## config.mk

```make
export PLATFORM = sky130hd
export DESIGN_NAME = latch_write_sequencer
export DESIGN_NICKNAME = d
export VERILOG_FILES = /design/src/rtl/latch_write_sequencer.sv
export SDC_FILE = /design/constraint.sdc
export NUM_CORES = 1
export LEC_CHECK = 0
export CAP_MARGIN = 5
export CORE_MARGIN = 3
export CORE_UTILIZATION = 65
export CTS_BUF_LIST = sky130_fd_sc_hd__clkbuf_4
export DETAILED_ROUTE_END_ITERATION = 8
export DONT_BUFFER_PORTS = 1
export HOLD_SLACK_MARGIN = 0.06
export PLACE_DENSITY = 0.82
export SLEW_MARGIN = 10
export SYNTH_ARGS = -nofsm -noshare
export SYNTH_HDL_FRONTEND = slang
export SYNTH_SLANG_ARGS = --single-unit
```

## constraint.sdc

```tcl
create_clock -name clk -period 3.1 [get_ports clk]
set_input_delay 0.62 -clock clk [delete_from_list [all_inputs] [get_ports clk]]
set_output_delay 0.62 -clock clk [all_outputs]
set_load 0.03 [all_outputs]
```

## src/rtl/latch_write_sequencer.sv

```systemverilog
// latch_write_sequencer: round-robin arbitrated write controller for a shared
// W-bit D-latch bank. Each write runs SETUP -> OPEN (C high) -> HOLD -> ACK.
// The Q readback is checked on the last OPEN cycle. All outputs are registered,
// so C cannot glitch.
module latch_write_sequencer #(
    parameter int NREQ     = 4,
    parameter int W        = 8,
    parameter int OPEN_CYC = 2,
    parameter int HOLD_CYC = 1
) (
    input  logic              clk,
    input  logic              rst_n,
    input  logic [NREQ-1:0]   req,
    input  logic [NREQ*W-1:0] wdata,
    output logic [NREQ-1:0]   gnt,
    output logic [NREQ-1:0]   ack,
    output logic [W-1:0]      D,
    output logic              C,
    input  logic [W-1:0]      Q,
    output logic              busy,
    output logic              err
);

    localparam int IW   = (NREQ > 1) ? $clog2(NREQ) : 1;
    localparam int CMAX = (OPEN_CYC > HOLD_CYC) ? OPEN_CYC : HOLD_CYC;
    localparam int CW   = $clog2(CMAX + 1);

    typedef enum logic [2:0] {
        S_IDLE,
        S_SETUP,
        S_OPEN,
        S_HOLD,
        S_ACK
    } state_t;

    state_t            state_q, state_d;
    logic [CW-1:0]     cnt_q, cnt_d;
    logic [IW-1:0]     last_q, last_d;
    logic [W-1:0]      d_q, d_d;
    logic              c_q, c_d;
    logic [NREQ-1:0]   gnt_q, gnt_d;
    logic [NREQ-1:0]   ack_q, ack_d;
    logic              busy_q, busy_d;
    logic              err_q, err_d;

    logic              pick_vld;
    logic [IW-1:0]     pick_idx;

    // Round-robin pick: scan from last+1 and wrap. The first request found wins.
    always_comb begin
        logic [IW-1:0] cand;
        cand     = '0;
        pick_vld = 1'b0;
        pick_idx = '0;
        for (int k = 1; k <= NREQ; k++) begin
            cand = IW'((int'(last_q) + k) % NREQ);
            if (!pick_vld && req[cand]) begin
                pick_vld = 1'b1;
                pick_idx = cand;
            end
        end
    end

    // Next-state and registered-output values for the write sequence
    always_comb begin
        state_d = state_q;
        cnt_d   = cnt_q;
        last_d  = last_q;
        d_d     = d_q;
        c_d     = c_q;
        gnt_d   = gnt_q;
        ack_d   = ack_q;
        err_d   = err_q;
        case (state_q)
            S_IDLE: begin
                if (pick_vld) begin
                    state_d = S_SETUP;
                    gnt_d   = NREQ'(1) << pick_idx;
                    d_d     = wdata[int'(pick_idx)*W +: W];
                    last_d  = pick_idx;
                end
            end
            S_SETUP: begin
                state_d = S_OPEN;
                c_d     = 1'b1;
                cnt_d   = CW'(OPEN_CYC - 1);
            end
            S_OPEN: begin
                if (cnt_q == '0) begin
                    // Close the latch and judge the readback on the same edge
                    state_d = S_HOLD;
                    c_d     = 1'b0;
                    cnt_d   = CW'(HOLD_CYC - 1);
                    if (Q != d_q) err_d = 1'b1;
                end else begin
                    cnt_d = cnt_q - 1'b1;
                end
            end
            S_HOLD: begin
                if (cnt_q == '0) begin
                    state_d = S_ACK;
                    ack_d   = gnt_q;
                end else begin
                    cnt_d = cnt_q - 1'b1;
                end
            end
            S_ACK: begin
                state_d = S_IDLE;
                ack_d   = '0;
                gnt_d   = '0;
            end
            default: begin
                state_d = S_IDLE;
                c_d     = 1'b0;
                ack_d   = '0;
                gnt_d   = '0;
            end
        endcase
        busy_d = (state_d != S_IDLE);
    end

    // State and output registers. Reset closes the latch at once and restarts the
    // arbitration pointer so that req[0] has top priority.
    always_ff @(posedge clk or negedge rst_n) begin
        if (!rst_n) begin
            state_q <= S_IDLE;
            cnt_q   <= '0;
            last_q  <= IW'(NREQ - 1);
            d_q     <= '0;
            c_q     <= 1'b0;
            gnt_q   <= '0;
            ack_q   <= '0;
            busy_q  <= 1'b0;
            err_q   <= 1'b0;
        end else begin
            state_q <= state_d;
            cnt_q   <= cnt_d;
            last_q  <= last_d;
            d_q     <= d_d;
            c_q     <= c_d;
            gnt_q   <= gnt_d;
            ack_q   <= ack_d;
            busy_q  <= busy_d;
            err_q   <= err_d;
        end
    end

    assign D    = d_q;
    assign C    = c_q;
    assign gnt  = gnt_q;
    assign ack  = ack_q;
    assign busy = busy_q;
    assign err  = err_q;

endmodule

```

=== Word-level counts from Yosys, hierarchy flattened ===
Cells that the tools add are included.

* Register bits: 26
* Memory bits (read-only): 0
* Output and inout port bits: 19
* Memories kept: 0
* Memory bits (writable): 0
* Logic and storage cells: 80
* Input bits: 46
* Bits in latches: 0

* Shift-type cells: 2
* Reduce and logical (&&, ||, !) cells: 19
* Magnitude comparators: 4
* Bitwise logic cells: 3
* $add $sub $neg: 5
* Div/mod/pow operators: 0
* Muxes and demuxes: 29
* Multiply operators: 0
* Equality and inequality tests: 9

{| class="wikitable"
|+ Operator list
! operator !! count
|-
| 32-bit by 6-bit indexed part select with 8-bit output || 1
|-
| 4-bit one-hot mux with 2 select lines || 2
|-
| 2-bit by 3-bit less-than comparator with 1-bit output (second input constant) || 4
|-
| 2-bit two-way mux || 6
|-
| 3-bit one-hot mux with 4 select lines || 1
|-
| 2-bit AND reduction || 5
|-
| 1-bit two-way mux || 9
|-
| 3-bit two-way mux || 3
|-
| 3-bit OR reduction || 3
|-
| 1-bit binary-select mux with 2-bit select || 4
|-
| 4-bit two-way mux || 2
|-
| 2-bit != test (second input constant) || 4
|-
| 8-bit != test || 1
|-
| 3-bit by 2-bit == test with 1-bit output (second input constant) || 2
|-
| 2-bit one-hot mux with 3 select lines || 1
|-
| 3-bit nonzero test || 2
|-
| 2-bit by 1-bit adder with 2-bit output (second input constant) || 2
|-
| 2-bit adder (second input constant) || 2
|-
| 1-bit by 2-bit << shifter with 4-bit output (first input constant) || 1
|-
| 3-bit by 1-bit == test with 1-bit output (second input constant) || 1
|-
| 3-bit == test (second input constant) || 1
|-
| 1-bit logical AND || 3
|-
| 1-bit zero test || 3
|-
| 3-bit zero test || 1
|-
| 5 further kinds || 7
|}

=== Longest topological paths before layout ===
Gate-level depths: netlist (run 1).

* Depth in word-level cells: 16
* Depth in mapped cells: 8
* Depth with buffers taken out: 6

=== Worst setup path before layout (run 1) ===
No wires, ideal clock.

* Path type: input-to-reg
* Start point: input port req[2]
* End point: register d_q[0] (netlist: D[0])
* Path buffers: 3
* Data required time: 2.940 ns
* Library setup time: 0.160 ns
* Arrival time: 1.860 ns
* Path slack: 1.080 ns
* Cell stages on the path: 8
* Cells stage by stage: or3b_1 > buf_6 > o21a_4 > a21bo_4 > buf_8 > buf_12 > mux2i_1 > a211oi_1

* Cells in the longest elaborated chain, start to end: 13
* Elaborated cells on any way between the ends: 24
* Those cells by class: shift (1); mux (16); reduce/logical (7)

{| class="wikitable"
|+ RTL lines
! what !! line !! RTL
|-
| from (decl) || 13 || <nowiki>input logic [NREQ-1:0] req,</nowiki>
|-
| 1-bit binary-select mux with 2-bit select || 57 || <nowiki>if (!pick_vld && req[cand]) begin</nowiki>
|-
| 1-bit two-way mux (implied by the code) || 57 ||
|-
| 1-bit two-way mux || 57 ||
|-
| 1-bit zero test || 57 ||
|-
| 1-bit logical AND || 57 ||
|-
| 1-bit two-way mux || 57 ||
|-
| 1-bit zero test || 57 ||
|-
| 1-bit logical AND || 57 ||
|-
| 1-bit two-way mux || 57 ||
|-
| 1-bit zero test || 57 ||
|-
| 1-bit logical AND || 57 ||
|-
| 2-bit two-way mux or 1-bit two-way mux (tied branches) || 57 ||
|-
| 32-bit by 6-bit indexed part select with 8-bit output or 2-bit AND reduction (tied branches) || n/a ||
|-
| to (signal assigned) || 129 || <nowiki>d_q <= '0;</nowiki>
|-
| to (signal assigned) || 139 || <nowiki>d_q <= d_d;</nowiki>
|-
| to (decl) || 39 || <nowiki>logic [W-1:0] d_q, d_d;</nowiki>
|}

Several ways; a longest one is shown, not always the timed one. The select of a mux whose other input is x is not followed.
A chain may end at the register's enable or synchronous reset.

=== Worst setup path in the final report (run 1) ===
* Start point: register state_q[2]
* End point: register d_q[3] (netlist: D[3])

* Cells in the longest elaborated chain, start to end: 2

{| class="wikitable"
|+ RTL lines
! what !! line !! RTL
|-
| from (decl) || 36 || <nowiki>state_t state_q, state_d;</nowiki>
|-
| from (signal assigned) || 136 || <nowiki>state_q <= state_d;</nowiki>
|-
| 3-bit zero test || 74 || <nowiki>case (state_q)</nowiki>
|-
| 2-bit AND reduction (no line) || n/a ||
|}

No other way between the ends.

==> results of run 1 <==
==> synth_stat cells (2+ instances only) <==
library cell  number  area [sq um]
o21a_1             2          15.0
nand4_1            2          12.5
nand2_1           10          37.5
nor2_1            21          78.8
nor3_1             2          10.0
dfrtp_1           24           601
o21ai_0            4          20.0
ha_1               3          37.5
and2_1             2          12.5
clkbuf_1           5          18.8
or3_1              3          18.8
dfstp_2            2          52.6
nor2b_1            2          12.5
xor2_1             8          70.1
nor4_1             3          18.8
mux2i_1           14           140
and3_1             8          50.1
nand2b_1           2          12.5
a211oi_1           8          60.1
a221oi_1           8          70.1
a21oi_1           10          50.1
nand3_1            3          15.0
inv_1              7          26.3
==> worst paths after layout <==
path / start / to / depth (start not counted)
max in group asynchronous: rst_n / gnt[0] / 1
worst max-delay path: state_q[2] / D[3] / 5
worst min-delay path: rst_n / last_q[0] / 0
worst min register to register: last_q[1] / last_q[1] / 2
worst max register to register: state_q[2] / D[3] / 5
min in group clk: req[0] / last_q[0] / 2
==> critical path: stages, from the launching register on <==
cell	delay (ps)
dfrtp_1	570
or3_1	440
nor2_1	550
nand3_1	440
a221oi_1	440
a211oi_1	90
==> per-layer routing <==
layer / routed length [um] / GRT usage
met3: 302 / 0.0584
met1: 1600 / 0.337
met2: 1790 / 0.390
met4: 36 / 0.0417
met5: 0 / 0
==> logic make-up (layout without fill, tap and decap cells) <==
logic type / Yosys count / after routing / synth area share
XOR/XNOR: 8 / 8 / 0.0441
buffers and inverters: 15 / 13 / 0.0575
AO/OA/AOI/OAI: 40 / 40 / 0.185
multiplexers: 14 / 14 / 0.0883
AND/OR/NAND/NOR: 61 / 61 / 0.190
flip-flops: 26 / 26 / 0.411
adder cells (fa/ha/maj): 3 / 3 / 0.0236
==> per-stage QoR <==
| stage | worst slack [ps] | std cells | area (sq um) | hold slack (ps) | power, W |
|---|---|---|---|---|---|
| after floorplan | 1080 | 167 | 1590 | 324 | 0.00138 |
| after global placement | 681 | 188 | 1570 | 325 | 0.00145 |
| after detailed placement | 500 | 188 | 1570 | 325 | 0.00149 |
| after CTS | 480 | 193 | 1600 | 120 | 0.00164 |
| after global routing | 257 | 193 | 1600 | 95.6 | 0.00177 |
| final | 419 | 193 | 1600 | 124 | 0.00165 |
==> area by class of cell <==
class,count,area [sq um]
well taps,28,35.0
repair buffers,2,17.5
clock inverters,1,3.75
fillers,181,653
inverters,7,26.3
flip-flops and latches,26,653
clock buffers,3,22.5
multi-input cells,126,843
==> report_power, final <==
group          internal [W]  switching (W)  total [W]
sequential         0.000487       0.000375   0.000862
combinational      0.000285       0.000354   0.000639
clock             0.0000471      0.0000975   0.000145
==> registers in the layout, indices dropped and copies added, names as in the netlist <==
name	count
gnt	4
busy	1
C	1
last_q	2
cnt_q	2
err	1
D	8
ack	4
state_q	3
==> repair_timing <==
item | CTS | global route
setup buffers | 0 | 0
hold buffers | 1 | 0
endpoints found under the hold margin | 24 | 0
==> reports/qor.txt, run 1 <==
outcome -> complete, no violations
number of global-route vias before repair -> 1259
CP Class -> reg -> reg
diodes inserted -> 0
post-layout util -> 0.710
drt total wl -> 3730 um
Synth Instances -> 167
Setup TNS -> 0 ps
Clock Skews -> 2.44 ps
worst vdd ir -> 0.565 mV
Die Height -> 55.4 um
Worst-Margin Slew -> 1100 ps
initial antenna violation count -> 0
RSZ-0062 raised after global routing -> false
via count -> 1290
clk buf depth -> 2
NumNets Final -> 215
CP required -> 3260 ps
r2r setup slk -> 420 ps
synthesized flop and latch total -> 26
syn avg cell area -> 9.51 sq um
Syn-to-layout area delta -> 0.867%
Starting Density -> 0.704
Clk pin slew, worst setup/hold paths -> 140 ps
1st-iter DRT viols -> 47
PortBufs -> 0
overall fraction of global-route tracks in use -> 0.242
drt first pass iters -> 4
synthesized area -> 1590 sq um
CP startpoint kind -> register
first-pass GRT wire length -> 6040 um
EDFF count, synth -> 0
PostCTS Resize Cnt -> 0
Final setup viols -> 0
vias per cell -> 6.68
final worst path period need -> 2680 ps
most frequent cells in the layout -> dfrtp_1, nor2_1, mux2i_1
crit path capture type -> register
post-route ant nets -> 0
clock sinks -> 26
Clock Latency Late Sink -> 310 ps
CTS buffer count -> 3
Post-route DRC -> 0
Post-synth ARST share -> 1.00
GP Congestion -> 0.821
htree depth -> 1
Main synth FF type -> dfrtp_1
largest net degree at the start of global routing -> 25
worst-path fanout max -> 16
DIE AREA -> 3070 sq um
ratio of cells with drive above 1 in the final layout -> 0.0485
root buffer cell -> clkbuf_4
library cells used by synthesis -> 37
HP Class -> in -> async
commonest non-fill, non-tap cell in the layout -> dfrtp_1
final HPWL from detailed placement -> 2860 um
routed wire length per instance -> 19.3 um
Seq/Total Area, Yosys -> 0.411
Max Freq -> 0.373 GHz
Max-Cap Viols -> 0
Final period util -> 0.865
syn nets -> 216
Ys Warns -> 0
Core Region -> 2250 sq um
arrival time worst endpoint -> 2840 ps
CTS tree -> done
row count -> 17
GRT overflow -> 0
I/O pin total -> 65
PwrDens -> 1030 nW/um^2
Fin. Hold Viols -> 0
Rel. slew slack -> 0.266
Die Width -> 55.4 um
static leakage -> 0.728 nW
Slew Limit Fails -> 0
No activity file was read; power rests on OpenSTA's default activity.
==> run 2, diff against run 1 <==
Settings changed: SKIP_CTS_REPAIR_TIMING from default to 1.
==> reports/qor.txt, run 2 (synthesis results as in run 1) <==
dpl ws -> 500 ps (unchanged)
GP Congestion -> 0.821 (unchanged)
max FFs per register -> 8 (unchanged)
PwrDens -> 1030 nW/um^2 (-0.17%)
Sw Ratio -> 0.503 (+0.00100)
Setup TNS -> 0 ps (unchanged)
Core Region -> 2250 sq um (unchanged)
commonest non-fill, non-tap cell in the layout -> dfrtp_1
CP Class -> reg -> reg
first-pass GRT wire length -> 5960 um (-1.3%)
static leakage -> 0.733 nW (+0.72%)
largest net degree at the start of global routing -> 27 (+8.0%)
r2r setup slk -> 400 ps (-20 ps)
worst setup margin -> 399 ps (-19.9 ps)
Die Height -> 55.4 um (unchanged)
CP startpoint kind -> register
Clk pwr share -> 0.089 (about the same)
worst vdd ir -> 0.557 mV (-1.4%)
Slew Limit Fails -> 0 (unchanged)
outcome -> complete, no violations
htree depth -> 1 (unchanged)
Post-route DRC -> 0 (unchanged)
routed wire length per instance -> 19.6 um (+1.2%)
final worst path period need -> 2700 ps (+19.9 ps)
final HPWL from detailed placement -> 2860 um (unchanged)
Worst-Margin Slew -> 997 ps (-101 ps)
Placed Area -> 1570 sq um (unchanged)
I/O pin total -> 65 (unchanged)
via count -> 1316 (+2.0%)
CP required -> 3270 ps (about the same)
Final setup viols -> 0 (unchanged)
ratio of cells with drive above 1 in the final layout -> 0.0545 (+0.00606)
Worst Reg2Reg Path Length in Cells -> 5 (unchanged)
Sequential Power Share -> 0.521 (-0.003)
number of global-route vias before repair -> 1253 (-0.48%)
drt total wl -> 3780 um (+1.2%)
most frequent cells in the layout -> dfrtp_1, nor2_1, mux2i_1
DIE AREA -> 3070 sq um (unchanged)
HP Class -> in -> async
P_sw -> 0.000832 W (+0.65%)
GRT overflow -> 0 (unchanged)
Clock Latency Late Sink -> 320 ps (about the same)
NumNets Final -> 215 (unchanged)
Final period util -> 0.871 (+0.00640)
PortBufs -> 0 (unchanged)
root buffer cell -> clkbuf_4
R2R Path End -> D[3]
Fin. Hold Viols -> 0 (unchanged)
Clock Skews -> 7.74 ps (+5.30 ps)
Rel. slew slack -> 0.330 (+0.0644)
clk buf depth -> 2 (unchanged)
Die Width -> 55.4 um (unchanged)
worst-path fanout max -> 16 (unchanged)
initial antenna violation count -> 0 (unchanged)
arrival time worst endpoint -> 2870 ps (+30 ps)
final instance area -> 1610 sq um (+0.63%)
Int Power -> 0.000821 W (+0.25%)
Syn-to-layout area delta -> 1.50%
drt first pass iters -> 4 (unchanged)
Max Freq -> 0.370 GHz (-0.74%)
Max-Cap Viols -> 0 (unchanged)
crit path capture type -> register
row count -> 17 (unchanged)
diodes inserted -> 0 (unchanged)
CTS buffer count -> 3 (unchanged)
post-layout util -> 0.715 (+0.00444)
overall fraction of global-route tracks in use -> 0.239 (-0.00346)
1st-iter DRT viols -> 69 (+47%)
Comb pwr share -> 0.390 (+0.002)
Starting Density -> 0.704 (unchanged)
clock sinks -> 26 (unchanged)
reg2reg start -> state_q[2]
post-route ant nets -> 0 (unchanged)
CTS tree -> done
RSZ-0062 raised after global routing -> false
vias per cell -> 6.82 (+2.0%)
Clk pin slew, worst setup/hold paths -> 140 ps (about the same)
-- run 2: cell types whose count changed in the layout (fill, tap and decap cells not counted) --
cell           delta
buf_12            +1
dlygate4sd3_1     -1
-- run 2: through the flow --
stage               hold WS, ps  instances  total power, W
floorplan                   324        167         0.00138
global placement            325        188         0.00145
detailed placement          325        188         0.00149
CTS                       -27.1        192         0.00163
global route               74.2        193         0.00177
finish                     88.1        193         0.00165
-- run 2: worst max-delay path by stage --
stage               startpoint  endpoint  slack [ps]  cells after the start
floorplan               req[2]      D[0]        1080                      8
global placement    state_q[2]      D[7]         680                      5
detailed placement  state_q[2]      D[3]         500                      5
CTS                 state_q[2]      D[3]         480                      5
global route        state_q[2]      D[3]         260                      5
finish              state_q[2]      D[3]         400                      5
-- run 2: per-layer routing --
layer  share of wire  global-route usage
met1            0.43               0.328
met2            0.47               0.387
met3           0.090              0.0607
met4          0.0085              0.0417
met5               0                   0
-- run 2: power by group through the flow --
stage / clock network, W / registers (W) / logic (W)
5_1_grt: 0.000163 / 0.000887 / 0.000725
3_3_place_gp: 0 / 0.000858 / 0.000592
2_1_floorplan: 0 / 0.000785 / 0.000600
4_1_cts: 0.000146 / 0.000860 / 0.000627
3_5_place_dp: 0 / 0.000867 / 0.000623
6_report: 0.000147 / 0.000861 / 0.000645
-- run 2: cell type report --
cell class                      count  area (sq um)
Clock buffer                        3          22.5
Inverter                            7          26.3
Fill cell                         179           643
Clock inverter                      1          3.75
Tap cell                           28          35.0
Sequential cell                    26           653
Multi-Input combinational cell    126           843
Timing Repair Buffer                2          27.5
-- run 2: worst max-delay path, cell delays in order, from the launching register on --
cell and delay, ps:
dfrtp_1 570, or3_1 450, nor2_1 570, nand3_1 440, a221oi_1 440, a211oi_1 90
==> run 3, diff against run 2 <==
Settings changed: CAP_MARGIN 5 to 20.
==> results of run 3 <==
Final layout, timing and power as in run 2 (identical DEF).
